### config.mk
export PLATFORM = sky130hd
export DESIGN_NAME = add2_operand_feeder
export DESIGN_NICKNAME = d
export VERILOG_FILES = /design/src/rtl/add2_operand_feeder.sv
export SDC_FILE = /design/constraint.sdc
export NUM_CORES = 1
export LEC_CHECK = 0
export CAP_MARGIN = 20
export CORE_MARGIN = 2
export CORE_UTILIZATION = 40
export CTS_CLUSTER_DIAMETER = 80
export DETAILED_ROUTE_END_ITERATION = 8
export PLACE_DENSITY_LB_ADDON = 0.25
export SYNTH_ARGS = -nofsm -noshare
export SYNTH_HDL_FRONTEND = slang
export SYNTH_SLANG_ARGS = --single-unit
### constraint.sdc
create_clock -name clk -period 5.9 [get_ports clk]
set_input_delay 1.77 -clock clk [delete_from_list [all_inputs] [get_ports clk]]
set_output_delay 1.77 -clock clk [all_outputs]
set_load 0.01 [all_outputs]
### src/rtl/add2_operand_feeder.sv
// add2_operand_feeder: pairs an incoming byte stream into (A, B) operands,
// buffers complete pairs and issues them to the add2 adder with spacing.
module add2_operand_feeder #(
    parameter int FIFO_DEPTH = 4,
    parameter int ISSUE_GAP  = 0,
    parameter int CNT_W      = 16
) (
    input  logic                              clk,
    input  logic                              rst,
    input  logic [7:0]                        in_data,
    input  logic                              in_valid,
    output logic                              in_ready,
    input  logic                              in_flush,
    input  logic                              issue_ready,
    output logic [7:0]                        add1,
    output logic [7:0]                        add2,
    output logic                              issue,
    output logic [$clog2(FIFO_DEPTH+1)-1:0]   fifo_level,
    output logic [CNT_W-1:0]                  issued_cnt
);

    localparam int PTR_W = (FIFO_DEPTH > 1) ? $clog2(FIFO_DEPTH) : 1;
    localparam int LVL_W = $clog2(FIFO_DEPTH + 1);
    localparam int GAP_W = (ISSUE_GAP > 0) ? $clog2(ISSUE_GAP + 1) : 1;
    localparam logic [LVL_W-1:0] DEPTH = LVL_W'(FIFO_DEPTH);
    localparam logic [GAP_W-1:0] GAP   = GAP_W'(ISSUE_GAP);

    typedef enum logic {S_A, S_B} state_t;

    state_t           state;
    logic [7:0]       hold;
    logic [15:0]      mem [FIFO_DEPTH];
    logic [PTR_W-1:0] wr_ptr;
    logic [PTR_W-1:0] rd_ptr;
    logic [GAP_W-1:0] gap_cnt;
    logic             accept;
    logic             wr_en;
    logic             pop;

    // Ready depends only on registered state; a same-cycle pop cannot raise it.
    assign in_ready = (state == S_A) || (fifo_level < DEPTH);
    assign accept   = in_valid && in_ready;
    assign wr_en    = accept && (state == S_B) && !in_flush;
    assign pop      = (fifo_level != '0) && issue_ready
                      && (gap_cnt == '0) && !in_flush;

    // Pairing FSM: first byte is held as A, second completes the pair.
    always_ff @(posedge clk) begin
        if (rst) begin
            state <= S_A;
            hold  <= '0;
        end else if (in_flush) begin
            state <= S_A;
        end else if (accept) begin
            unique case (state)
                S_A: begin
                    hold  <= in_data;
                    state <= S_B;
                end
                S_B:     state <= S_A;
                default: state <= S_A;
            endcase
        end
    end

    // Pair storage; the read side never bypasses a same-cycle write.
    always_ff @(posedge clk) begin
        if (wr_en) begin
            mem[wr_ptr] <= {hold, in_data};
        end
    end

    // FIFO pointers and occupancy, cleared by reset or flush.
    always_ff @(posedge clk) begin
        if (rst || in_flush) begin
            wr_ptr     <= '0;
            rd_ptr     <= '0;
            fifo_level <= '0;
        end else begin
            if (wr_en) begin
                wr_ptr <= wr_ptr + 1'b1;
            end
            if (pop) begin
                rd_ptr <= rd_ptr + 1'b1;
            end
            unique case ({wr_en, pop})
                2'b10:   fifo_level <= fifo_level + 1'b1;
                2'b01:   fifo_level <= fifo_level - 1'b1;
                default: fifo_level <= fifo_level;
            endcase
        end
    end

    // Registered operands, issue strobe and issued-pair counter.
    always_ff @(posedge clk) begin
        if (rst) begin
            add1       <= '0;
            add2       <= '0;
            issue      <= 1'b0;
            issued_cnt <= '0;
        end else begin
            issue <= pop;
            if (pop) begin
                {add1, add2} <= mem[rd_ptr];
                issued_cnt   <= issued_cnt + 1'b1;
            end
        end
    end

    // Minimum spacing between issues; flush leaves it running.
    always_ff @(posedge clk) begin
        if (rst) begin
            gap_cnt <= '0;
        end else if (pop) begin
            gap_cnt <= GAP;
        end else if (gap_cnt != '0) begin
            gap_cnt <= gap_cnt - 1'b1;
        end
    end

endmodule
==> flow_metrics.env <==
export IMPL_ff2ff_path_depth=11
export IMPL_clock_fmax_ghz=0.232
export IMPL_multi_input_area_sq_mm=0.00135
export IMPL_finalHoldViolCount=0
export IMPL_setup_violations=0
export IMPL_period_needed_ns=4.31
export IMPL_final_antenna_net_count=0
export IMPL_wl_per_cell_um=16.0
export IMPL_yosys_cell_types_count=33
export IMPL_status="finished clean"
export IMPL_cts_tree="built"
export IMPL_fp_dieArea_sq_mm=0.0118
export IMPL_top_layer_used="met4"
export IMPL_grt_max_degree=34
export IMPL_n_fill_cell=943
export IMPL_crit_arrival_ns=4.76
export IMPL_async_flop_share_pct=0
export IMPL_diodes=0
export IMPL_die_y_um=109
export IMPL_path_class="in2reg"
export IMPL_startpoint_type="input port"
export IMPL_cts_sinks=114
export IMPL_antenna_found_initial=0
export IMPL_overflow=0
export IMPL_drv_cap=0
export IMPL_ys_seq_area_share_pct=66.9
export IMPL_netlist_area_sq_mm=0.00437
export IMPL_min_path_cells=2
export IMPL_maxSlewHeadroom_pct=37.9
export IMPL_area_delta_synth_final_pct=28.9
export IMPL_clk_latency_ns=0.52
export IMPL_post_cts_setup_buffers=0
export IMPL_ys_warnings_count=0
export IMPL_dr_wl_met3_um=356
export IMPL_regArea_sq_mm=0.00292
export IMPL_met1_length_mm=3.99
export IMPL_worst_pin_slew_ns=0.931
export IMPL_p_total_mw=1.95
export IMPL_io_pins=50
export IMPL_grt_pass1_wl_mm=13.7
export IMPL_syn_nets=343
export IMPL_fp_dieW_um=109
export IMPL_synthFlopType="edfxtp_1"
export IMPL_clock_path_buffers=2
export IMPL_tns_ns=0
export IMPL_postCtsHoldBufs=0
export IMPL_powerDensity_mw_per_mm2=346
export IMPL_dp_hpwl_mm=5.20
export IMPL_place_gp_congestion=0.793
export IMPL_synth_edf_count=64
export IMPL_slew_viol_final=0
export IMPL_vias=2692
export IMPL_layout_drive_gt1_share_pct=14.2
export IMPL_clock_skew_ns=0.00831
export IMPL_core_area_sq_mm=0.0107
export IMPL_nets=400
export IMPL_ir_drop_mv=0.219
export IMPL_start_util_pct=40.7
export IMPL_design_area_sq_mm=0.00563
export IMPL_cp_required_ns=6.36
export IMPL_core_rowCount=38
export IMPL_wl_met2_mm=4.06
export IMPL_rsz0062_at_grt="false"
export IMPL_via_per_inst=5.05
export IMPL_wirelength_mm=8.51
export IMPL_cp_end_kind="flip-flop"
export IMPL_min_path_type="reg2reg"
export IMPL_dr_pass1_iters=4
export IMPL_io_buffers=49
export IMPL_drt_initial_drc_count=93
export IMPL_cellLeakagePower_nw=1.83
export IMPL_postPlaceCellArea_sq_mm=0.00500
export IMPL_synthCells=323
export IMPL_synth_seq_cells=114
export IMPL_drc_errors=0
export IMPL_grt_pass1_vias=2675
export IMPL_cts_root_buffer="clkbuf_8"
export IMPL_ctsResizeCount=0
export IMPL_clk_pin_slew_ns=0.06
export IMPL_fin_util_pct=52.4
export IMPL_critical_path_peak_fanout=20
export IMPL_synth_avg_cell_area_sq_um=13.5
export IMPL_htree_levels=4
export IMPL_finalCritPeriodShare_pct=73.0
export IMPL_grt_use_total_pct=16.0
export IMPL_cts_made_buffers=17
-- area by class of cell --
type                            instances  share of cell area, %
Sequential cell                       114                   51.9
Multi-Input combinational cell        185                   23.9
Timing Repair Buffer                   54                   9.37
Clock buffer                           18                   7.60
Clock inverter                         14                   3.60
Tap cell                              140                   3.11
Inverter                                8                  0.533
-- worst max-delay path, stage by stage --
cell and delay, ns:
clkdlybuf4s50_1 0.50, nor3b_1 0.55, nand2_1 0.11, buf_4 0.23, inv_1 0.07, buf_4 0.26, ha_1 0.23, inv_1 0.06
fa_1 0.37, xor2_1 0.16, or3_1 0.31, a21oi_1 0.14
-- worst paths after layout --
kind / from / to / slack, ns
setup / recovery: in_flush / fifo_level[2] / 1.59
hold / removal: add1[5] / add1[5] / 0.46
setup reg to reg: gap_cnt / fifo_level[2] / 3.08
hold reg to reg: add1[5] / add1[5] / 0.46
-- placed cells by master, fill, tap and decap left out, types with 2 or more instances in the layout --
cell type,netlist,layout
clkbuf_8,0,2
nor2_1,25,25
xor2_1,6,6
mux2i_1,9,9
edfxtp_1,64,64
mux4_2,16,16
buf_4,0,5
o21ai_0,5,5
o31ai_1,4,4
inv_1,8,8
nand4_1,4,4
nand3_1,7,7
clkinv_4,0,3
and4_1,2,2
dfxtp_1,50,50
nor3b_1,3,3
inv_6,0,3
nand2_1,40,40
a21oi_1,27,27
nor3_1,2,2
and2_1,4,4
or3_1,7,7
clkbuf_16,0,16
or4_1,4,4
clkdlybuf4s50_1,0,49
xnor2_1,6,6
bufinv_16,0,4
clkinvlp_4,0,4
ha_1,6,6
-- layer usage --
layer	track usage, %	vias to the layer above
li1	-	1297
met1	20.3	1323
met2	25.0	60
met3	5.06	12
met4	7.23	0
met5	0	-
-- stage by stage --
stage	std cells	hold WS, ns	setup WS (ns)
6_report	533	0.461	1.59
5_1_grt	533	0.474	1.41
4_1_cts	533	0.461	1.65
3_5_place_dp	501	0.450	1.10
3_3_place_gp	501	0.449	1.20
2_1_floorplan	323	0.459	1.85
-- flip-flops by register name, summed over array words and instances, names as in the netlist --
name and flops:
wr_ptr 2, mem 64, issue 1, hold 8, issued_cnt 16, state 1, add1 8, gap_cnt 1
fifo_level 3, add2 8, rd_ptr 2
-- synthesized netlist by cell type (all sizes together) (7+ instances only) --
cell	number	area, sq um
mux2i	9	90.1
nand3	7	35.0
dfxtp	50	1000
nor2	25	93.8
clkbuf	10	37.5
or3	7	43.8
nand2	40	150
edfxtp	64	1920
a21oi	27	135
mux4	16	360
inv	8	30.0
-- cell families (layout without fill, tap and decap cells) --
| group | count (synthesis) | count (layout) | share of synthesized area [%] |
|---|---|---|---|
| muxes | 25 | 25 | 10.3 |
| other | 1 | 1 | 0.0858 |
| and+or+nand+nor | 104 | 104 | 11.5 |
| adders and majority gates | 7 | 7 | 2.18 |
| DFF | 114 | 114 | 66.9 |
| buffers and inverters | 24 | 94 | 2.32 |
| xor gates and xnor gates | 12 | 12 | 2.40 |
| AOI/OAI and AO/OA | 36 | 36 | 4.35 |
-- where the power goes --
part           switching [mW]  internal, mW  total, mW  leakage, nW
Combinational          0.0183        0.0146     0.0329        0.556
Sequential            0.00435         0.843      0.847        0.979
Clock                   0.369         0.702       1.07        0.295
Total                   0.392          1.56       1.95         1.83
Note: power is estimated with default switching activity, not from simulation.
